File: config.mk
export PLATFORM = sky130hd
export DESIGN_NAME = exc_ctrl
export DESIGN_NICKNAME = d
export VERILOG_FILES = /design/src/rtl/exc_ctrl.sv
export SDC_FILE = /design/constraint.sdc
export NUM_CORES = 1
export LEC_CHECK = 0
export CAP_MARGIN = 5
export CORE_MARGIN = 3
export CORE_UTILIZATION = 42
export CTS_BUF_LIST = sky130_fd_sc_hd__clkbuf_8 sky130_fd_sc_hd__clkbuf_16
export DETAILED_ROUTE_END_ITERATION = 12
export GPL_TIMING_DRIVEN = 1
export PLACE_DENSITY = 0.81
export SYNTH_ARGS = -nofsm -noshare
export SYNTH_HDL_FRONTEND = slang
export SYNTH_SLANG_ARGS = --single-unit
export TNS_END_PERCENT = 50
File: constraint.sdc
create_clock -name clk -period 2.71 [get_ports clk]
set_input_delay 0.6775 -clock clk [delete_from_list [all_inputs] [get_ports clk]]
set_output_delay 0.6775 -clock clk [all_outputs]
set_load 0.005 [all_outputs]
File: src/rtl/exc_ctrl.sv
// Exception/ERET controller: arbitrates memory-stage exceptions and interrupts,
// pulses the CP0 exception-write port, flushes the pipeline and redirects fetch.
module exc_ctrl #(
  parameter int unsigned FLUSH_CYCLES = 2,
  parameter logic [31:0] EXC_VECTOR   = 32'hBFC00380
) (
  input  logic        clk,
  input  logic        rst,
  input  logic        m_valid,
  input  logic        stall,
  input  logic [31:0] m_pc,
  input  logic        m_bd,
  input  logic [31:0] m_badaddr,
  input  logic        m_exc_if_adel,
  input  logic        m_exc_ri,
  input  logic        m_exc_ov,
  input  logic        m_exc_sys,
  input  logic        m_exc_bp,
  input  logic        m_exc_adel,
  input  logic        m_exc_ades,
  input  logic        m_eret,
  input  logic [7:0]  intr_vect,
  input  logic [31:0] er_epc,
  output logic        cp0w_we,
  output logic        cp0w_bd,
  output logic        cp0w_exl,
  output logic [4:0]  cp0w_exc,
  output logic [31:0] cp0w_epc,
  output logic [31:0] cp0w_bva,
  output logic        exl_clr,
  output logic        flush,
  output logic        redirect,
  output logic [31:0] redirect_pc,
  output logic        busy
);

  localparam int unsigned CNT_W = 4;
  localparam int unsigned EXC_W = 5;

  typedef enum logic {IDLE, FLUSH} state_t;

  state_t             state, state_d;
  logic [CNT_W-1:0]   cnt, cnt_d;
  logic               we_d, bd_d, exl_d, exl_clr_d, flush_d, redirect_d, busy_d;
  logic [EXC_W-1:0]   exc_d;
  logic [31:0]        epc_d, bva_d, rpc_d;

  logic               intr_pend, ev_exc, ev_eret, accept;
  logic [EXC_W-1:0]   exc_code;
  logic [31:0]        bva_sel;

  assign intr_pend = |intr_vect;
  assign ev_exc    = intr_pend | m_exc_if_adel | m_exc_ri | m_exc_ov | m_exc_sys |
                     m_exc_bp | m_exc_adel | m_exc_ades;
  assign ev_eret   = m_eret & ~ev_exc;
  assign accept    = m_valid & ~stall & (state == IDLE);

  // Highest-priority cause; BadVAddr only changes for address-error causes
  always_comb begin
    exc_code = EXC_W'(0);
    bva_sel  = cp0w_bva;
    if (intr_pend) begin
      exc_code = EXC_W'(8'h00);
    end else if (m_exc_if_adel) begin
      exc_code = EXC_W'(8'h04);
      bva_sel  = m_pc;
    end else if (m_exc_ri) begin
      exc_code = EXC_W'(8'h0A);
    end else if (m_exc_ov) begin
      exc_code = EXC_W'(8'h0C);
    end else if (m_exc_sys) begin
      exc_code = EXC_W'(8'h08);
    end else if (m_exc_bp) begin
      exc_code = EXC_W'(8'h09);
    end else if (m_exc_adel) begin
      exc_code = EXC_W'(8'h04);
      bva_sel  = m_badaddr;
    end else if (m_exc_ades) begin
      exc_code = EXC_W'(8'h05);
      bva_sel  = m_badaddr;
    end
  end

  // Next state and next registered outputs; write fields hold between events
  always_comb begin
    state_d    = state;
    cnt_d      = cnt;
    we_d       = 1'b0;
    exl_clr_d  = 1'b0;
    redirect_d = 1'b0;
    flush_d    = 1'b0;
    busy_d     = 1'b0;
    bd_d       = cp0w_bd;
    exl_d      = cp0w_exl;
    exc_d      = cp0w_exc;
    epc_d      = cp0w_epc;
    bva_d      = cp0w_bva;
    rpc_d      = redirect_pc;
    case (state)
      IDLE: begin
        if (accept && (ev_exc || ev_eret)) begin
          state_d    = FLUSH;
          cnt_d      = CNT_W'(FLUSH_CYCLES - 1);
          flush_d    = 1'b1;
          busy_d     = 1'b1;
          redirect_d = 1'b1;
          if (ev_exc) begin
            we_d  = 1'b1;
            bd_d  = m_bd;
            exl_d = 1'b1;
            exc_d = exc_code;
            epc_d = m_bd ? (m_pc - 32'd4) : m_pc;
            bva_d = bva_sel;
            rpc_d = EXC_VECTOR;
          end else begin
            exl_clr_d = 1'b1;
            rpc_d     = er_epc;
          end
        end
      end
      FLUSH: begin
        if (cnt == CNT_W'(0)) begin
          state_d = IDLE;
        end else begin
          cnt_d   = cnt - CNT_W'(1);
          flush_d = 1'b1;
          busy_d  = 1'b1;
        end
      end
      default: state_d = IDLE;
    endcase
  end

  always_ff @(posedge clk) begin
    if (rst) begin
      state       <= IDLE;
      cnt         <= CNT_W'(0);
      cp0w_we     <= 1'b0;
      cp0w_bd     <= 1'b0;
      cp0w_exl    <= 1'b0;
      cp0w_exc    <= EXC_W'(0);
      cp0w_epc    <= 32'd0;
      cp0w_bva    <= 32'd0;
      exl_clr     <= 1'b0;
      flush       <= 1'b0;
      redirect    <= 1'b0;
      redirect_pc <= 32'd0;
      busy        <= 1'b0;
    end else begin
      state       <= state_d;
      cnt         <= cnt_d;
      cp0w_we     <= we_d;
      cp0w_bd     <= bd_d;
      cp0w_exl    <= exl_d;
      cp0w_exc    <= exc_d;
      cp0w_epc    <= epc_d;
      cp0w_bva    <= bva_d;
      exl_clr     <= exl_clr_d;
      flush       <= flush_d;
      redirect    <= redirect_d;
      redirect_pc <= rpc_d;
      busy        <= busy_d;
    end
  end

endmodule

* Word-level counts from Yosys, hierarchy flattened
Cells that the tools add are included.
** Word-level totals
- Input port bits :: 117
- Flip-flop bits (word level) :: 111
- Output and inout bits :: 108
** Operators by class
- Bitwise gates (word level) :: 15
- Mux-type cells :: 25
- Eq/ne operators :: 6
- Add/subtract/negate cells :: 2
- Reductions and logical operators :: 11
** Operators by type and width (number)
- $mux 32 :: 9
- $mux 4 :: 8
- $sub 32x3->32 const B :: 1
- $ne 2x2->1 const B :: 5
- $reduce_and 9->1 :: 1
- $pmux 4 s2 :: 1
- $reduce_or 8->1 :: 1
- $or 1x1->1 :: 7
- $mux 3 :: 2
- $not 1->1 :: 5
- $logic_not 4->1 :: 1
- $mux 1 :: 4
- $reduce_and 2->1 :: 2
- $sub 4x1->4 const B :: 1
- $and 1x1->1 :: 3
- $reduce_and 3->1 :: 1
- $reduce_bool 3->1 :: 1
- $reduce_or 3->1 :: 1
- $ne 2x1->1 const B :: 1
- $pmux 1 s2 :: 1
- $reduce_or 2->1 :: 1
- $logic_and 1x1->1 :: 1
- $logic_or 1x1->1 :: 1

* Logic depth before layout (Yosys ltp)
Gate-level depths: netlist (run 1).
- Word-level depth :: 14
- Mapped depth :: 8

* Worst setup path after synthesis (run 1)
Ideal clock, no wire load.
- Kind :: input port to flip-flop
- Start :: input port m_bd
- End :: register cp0w_epc[26]
- Arrival time :: 1.983 ns
- Cell stages on the path :: 6
- Path buffers :: 2
- Path slack :: 0.585 ns
- Cell sequence :: buf_2 nor4b_4 nand2_1 buf_2 o41ai_1 a311oi_1
** Between the ends
- Longest elaborated chain between the ends :: 1
** Ends and longest elaborated chain
- start: declaration :: line 12 : input logic m_bd,
- $mux 32 :: line 112 : epc_d = m_bd ? (m_pc - 32'd4) : m_pc;
- end signal: assignment :: line 156 : cp0w_epc <= epc_d;
- end: declaration :: line 28 : output logic [31:0] cp0w_epc,
No other way between the ends.
A chain may end at the register's enable or synchronous reset.

* Final worst setup path (run 1)
- Start :: input port m_exc_bp
- End :: register redirect_pc[29]
** Between the ends
- Longest elaborated chain between the ends :: 8
** Ends and longest elaborated chain
- start: declaration :: line 18 : input logic m_exc_bp,
- $or 1x1->1 * :: line 53 : assign ev_exc = intr_pend | m_exc_if_adel | m_exc_ri | m_exc_ov | m_exc_sys |
- $or 1x1->1 * (2 in a row) :: line 54 : m_exc_bp | m_exc_adel | m_exc_ades;
- $not 1->1 :: line 55 : assign ev_eret = m_eret & ~ev_exc;
- $and 1x1->1 :: line 55
- $logic_or 1x1->1 :: line 101 : if (accept && (ev_exc || ev_eret)) begin
- $logic_and 1x1->1 :: line 101
- $reduce_and 2->1 (no line)
- end signal: assignment :: line 161 : redirect_pc <= rpc_d;
- end: declaration :: line 33 : output logic [31:0] redirect_pc,
Every way passes the cells marked *; elsewhere a longest branch is shown, timed or not.

==> results of run 1 <==
==> synth_stat cells (2+ instances only) <==
master,n,area share [%]
xor2_1,9,1.6
xnor2_1,17,3.0
or2_2,4,0.51
nand4b_1,2,0.36
mux2i_1,32,6.6
a211oi_2,4,1.0
nand4_1,4,0.51
nor2_1,105,8.1
nor3_2,3,0.61
buf_4,2,0.31
a22o_1,2,0.36
or3_1,5,0.64
nor4b_4,3,1.5
inv_1,7,0.54
o2111ai_1,2,0.36
nand3_1,3,0.31
a21oi_1,15,1.5
buf_2,11,1.1
nand2_1,20,1.5
a311oi_1,4,0.72
nor3_1,12,1.2
nor4_1,6,0.77
or4_1,3,0.46
a211oi_1,52,8.0
o22ai_1,12,1.5
a22oi_1,20,3.1
ha_1,2,0.51
o41ai_1,2,0.36
nor4_2,9,2.3
dfxtp_1,110,45
clkbuf_1,26,2.0
o31ai_1,3,0.46
==> per-stage QoR <==
step / instance area, µm² / total power [mW]
floorplan: 4880 / 1.94
global placement: 7530 / 2.32
detailed placement: 7530 / 2.34
CTS: 7810 / 3.61
global route: 7810 / 3.71
finish: 7810 / 3.57
==> routing by layer <==
| layer | track usage, % | vias up | wire, µm |
|---|---|---|---|
| met2 | 42.1 | 133 | 8280 |
| met1 | 30.7 | 2375 | 6810 |
| li1 | - | 2404 | - |
| met5 | 0 | - | 0 |
| met4 | 7.92 | 0 | 212 |
| met3 | 4.08 | 14 | 726 |
==> final timing paths <==
path,from,endpoint,cells after the start
worst min-delay path,cp0w_epc[1],cp0w_epc[1],2
worst min register to register,cp0w_epc[1],cp0w_epc[1],2
worst max register to register,state,cp0w_epc[6],6
worst max-delay path,m_exc_bp,redirect_pc[29],7
==> worst register-to-register path: stages (launching register included) <==
cell and delay [ns]:
dfxtp_1 0.37, nor2_1 0.16, nand2_1 0.27, nor2_4 0.42, buf_12 0.22, nor2_1 0.07, a311oi_1 0.24
==> cells by family after synthesis <==
group / share of synthesized area [%]
AO/OA/AOI/OAI: 18.0
XOR/XNOR: 4.66
adder cells (fa/ha/maj): 0.512
buffers and inverters: 4.05
flip-flops: 45.1
multiplexers: 6.56
other: 0.0768
AND/OR/NAND/NOR: 21.1
==> flip-flops by register name, summed over array words and instances, names as in the netlist, 4 cells and up <==
| register | count |
|---|---|
| redirect_pc | 32 |
| cp0w_exc | 4 |
| cnt | 4 |
| cp0w_bva | 32 |
| cp0w_epc | 32 |
==> final cells by class <==
type / count / area [µm²]
clock buffers: 11 / 253
clock inverters: 4 / 31.3
fillers: 848 / 3270
inverters: 7 / 26.3
multi-input cells: 372 / 2500
flip-flops and latches: 110 / 2200
well taps: 140 / 175
repair buffers: 266 / 2620
==> power by group <==
part | switching (mW) | internal (mW)
logic | 0.256 | 0.355
clock network | 0.594 | 0.672
registers | 0.0295 | 1.67
total | 0.879 | 2.69
==> metrics.csv, run 1 <==
metric;value;unit
start_kind;input port;
cts_buffers;9;
status;finished clean;
finalHoldViolCount;0;
crit_buf_inv;2;
max_freq;390;MHz
drt_wl_total;16000;µm
core;11100;µm²
clkTransAtPathRegs;0.07;ns
areaGrowthSynthToFinish;60.0;%
row_count;38;
grt_max_degree;55;
overflow;0;
route.detailed.drc;0;
nets;885;
pin_count;225;
ctsResizeCount;0;
skew;0.00651;ns
relSlewSlack;59.8;%
period_minus_slack;2.56;ns
setup_viol;0;
drt_iter0_markers;183;
path_class;input port to flop;
vias;4926;
cts_tree;built;
die-area;13000;µm²
cts_max_level;3;
dp.cells;895;
die_h;114;µm
grt_pass1_wl;25400;µm
layout_common_cells;clkdlybuf4s50_1, dfxtp_1, nor2_1;
min_path_type;flop to flop;
seq_area_frac_synth;45.1;%
min_period_over_period;94.6;%
wire_per_inst;17.6;µm
cts_hold_buf;0;
slowest_delay;0.52;ns
layout_commonest_cell;clkdlybuf4s50_1;
syn_area;4880;µm²
crit_path_end_kind;flop;
clkLatencyLatePin;0.35;ns
hold_ws;0.463;ns
root_buffer;clkbuf_16;
place_ws;-0.163;ns
synth_nets;648;
initial_core_util;44.1;%
die_w;114;µm
rsz0062_at_grt;false;
syn_inst;529;
slew_violations;0;
ctsLongestPathBuffers;2;
cp.arrival;2.79;ns
syn_area_per_cell;9.23;µm²
fin_setup_tns;0;ns
power_leakage;2.76;nW
critPathSlowestCell;nor4_2;
via_per_inst;5.41;
synth_warnings;0;
cp.required;2.94;ns
final.setup.worst_slack;0.147;ns
critical_path.max_fanout;12;
antenna_found_initial;0;
finalNonFillerCells;910;
clock-sinks;110;
ys.flop_type;dfxtp_1;
ir_worst_vdd;0.000369;V
track_usage;24.3;%
dr.pass1.iters;4;
ys_ff_latch;110;
place.gp.congestion;0.855;
diodes;0;
cp_top_family;simple AND/OR/NAND/NOR gates;
power.density;457;nW/µm²
synth_cell_types;50;
cts_setup_buffers;0;
async_flop_share;0;%
regToRegSetupSlack;0.86;ns
synth_edf_count;0;
crit_chain;clkdlybuf4s50_1 > nor4_2 > and4_1 > a21oi_1 > buf_4 > o22ai_1 > nor2_1;
dp_hpwl;12400;µm
final_util;70.5;%
grt_pass1_vias;5028;
final_layout_size_suffix_gt1_share;11.4;%
worst_slew_pin_slew;0.604;ns
portBuffers;223;
drv_cap;0;
ant_nets;0;
No activity file was read; power rests on OpenSTA's default activity.
==> run 2, diff against run 1 <==
- CORE_UTILIZATION: 42 -> 43
- CTS_BUF_LIST: sky130_fd_sc_hd__clkbuf_8 sky130_fd_sc_hd__clkbuf_16 -> sky130_fd_sc_hd__clkbuf_8
- PLACE_DENSITY: 0.81 -> 0.83
==> run 2 against run 1 <==
Sequential share of layout area grew 0.31 points; register-to-register slack gained 0.03 ns; clock power shrank 14%; largest cell class unchanged.
==> metrics.csv, run 2 (synthesis results as in run 1) <==
metric;value;unit
status;finished clean;
grt_pass1_vias;4989;
place.gp.congestion;0.843;
ir_worst_vdd;0.000346;V
relSlewSlack;59.1;%
setup_viol;0;
clkLatencyLatePin;0.37;ns
final.setup.worst_slack;0.241;ns
fin_setup_tns;0;ns
die_w;113;µm
rsz0062_at_grt;false;
power_leakage;2.72;nW
core;11000;µm²
cts_tree;built;
areaGrowthSynthToFinish;58.3;%
grt_pass1_wl;24800;µm
clkTransAtPathRegs;0.10;ns
final_util;70.4;%
via_per_inst;5.40;
finalNonFillerCells;910;
layout_common_cells;clkdlybuf4s50_1, dfxtp_1, nor2_1;
critical_path.max_fanout;8;
finalHoldViolCount;0;
p_sw;851;µW
skew;0.0108;ns
slowest_delay;0.57;ns
drt_wl_total;15500;µm
dp.cells;894;
worst_slew_pin_slew;0.613;ns
ctsResizeCount;0;
max_freq;405;MHz
power.share.switching;25.1;%
die_h;113;µm
place_ws;0.0365;ns
seqCellArea;2200;µm²
cts_setup_buffers;0;
route.detailed.drc;0;
overflow;0;
reg.largest.list;cp0w_bva: 32 flops, cp0w_epc: 32 flops, redirect_pc: 32 flops;
period_minus_slack;2.47;ns
layout_commonest_cell;clkdlybuf4s50_1;
drv_cap;0;
p_clk_share;32.1;%
drt_iter0_markers;293;
crit_chain;clkdlybuf4s50_1 > or4_1 > buf_4 > nor4_1 > nand4b_1 > xnor2_1 > a22o_1;
power.internal;2.54;mW
critPathSlowestCell;or4_1;
crit_buf_inv;2;
wire_per_inst;17.0;µm
nFillCells;840;
nets;884;
path_class;input port to flop;
cts_hold_buf;0;
track_usage;23.9;%
row_count;38;
initial_core_util;44.5;%
start_kind;input port;
cp.required;2.97;ns
comb_power_share;17.9;%
crit_path_end_kind;flop;
antenna_found_initial;0;
slew_violations;0;
power.density;439;nW/µm²
final_layout_size_suffix_gt1_share;11.4;%
cp.arrival;2.73;ns
portBuffers;223;
cts_max_level;3;
grt_max_degree;65;
cp_top_family;simple AND/OR/NAND/NOR gates;
ant_nets;0;
root_buffer;clkbuf_8;
seqPwrFrac;50.0;%
clock-sinks;110;
dp_hpwl;11700;µm
pin_count;225;
min_path_type;flop to flop;
cts_buffers;9;
dr.pass1.iters;4;
min_period_over_period;91.1;%
die-area;12700;µm²
vias;4913;
diodes;0;
multi_input_area;2500;µm²
regToRegSetupSlack;0.89;ns
power;3.40;mW
ctsLongestPathBuffers;2;
-- run 2: cell types whose count changed in the layout (fill, tap and decap cells not counted) --
cell       delta
buf_12        -1
bufinv_16     +2
clkbuf_8      +7
clkinv_2      +1
clkbuf_16     -9
-- run 2: area by class of cell --
type	count	share of cell area, %
clock buffer	9	1.60
clock inverter	7	1.25
inverter	7	0.340
multi-input combinational	372	32.4
sequential	110	28.5
tap	140	2.27
timing repair buffer	265	33.7
-- run 2: final timing paths --
| check | from | end | cells after the start |
|---|---|---|---|
| max reg2reg | state | cp0w_epc[10] | 6 |
| min | cp0w_exc[2] | cp0w_exc[2] | 2 |
| max | m_pc[10] | cp0w_epc[29] | 7 |
| min reg2reg | cp0w_exc[2] | cp0w_exc[2] | 2 |
-- run 2: through the flow --
step           instance area (µm²)  hold WS (ns)
6_report                      7730         0.456
4_1_cts                       7730         0.457
2_1_floorplan                 4880         0.448
5_1_grt                       7730         0.487
3_5_place_dp                  7510         0.444
3_3_place_gp                  7510         0.441
-- run 2: worst register-to-register path, delay by kind of cell, from the launching register on --
kind            cells  cell delay (ns)
compound gates      1             0.23
simple gates        4             0.84
flops               1             0.39
buf+inv             1             0.27
-- run 2: power by group through the flow --
| stage | logic, mW | clock network (mW) | registers, mW |
|---|---|---|---|
| 6_report | 0.608 | 1.09 | 1.70 |
| 5_1_grt | 0.652 | 1.18 | 1.70 |
| 4_1_cts | 0.609 | 1.12 | 1.70 |
| 3_5_place_dp | 0.604 | 0 | 1.73 |
| 3_3_place_gp | 0.590 | 0 | 1.73 |
| 2_1_floorplan | 0.208 | 0 | 1.74 |
-- run 2: layer usage --
layer | part of all wire, % | GRT usage, % | up-vias
li1 | - | - | 2395
met1 | 41 | 29.9 | 2315
met2 | 51 | 40.5 | 167
met3 | 4.4 | 3.29 | 36
met4 | 3.3 | 11.5 | 0
met5 | 0 | 0 | -
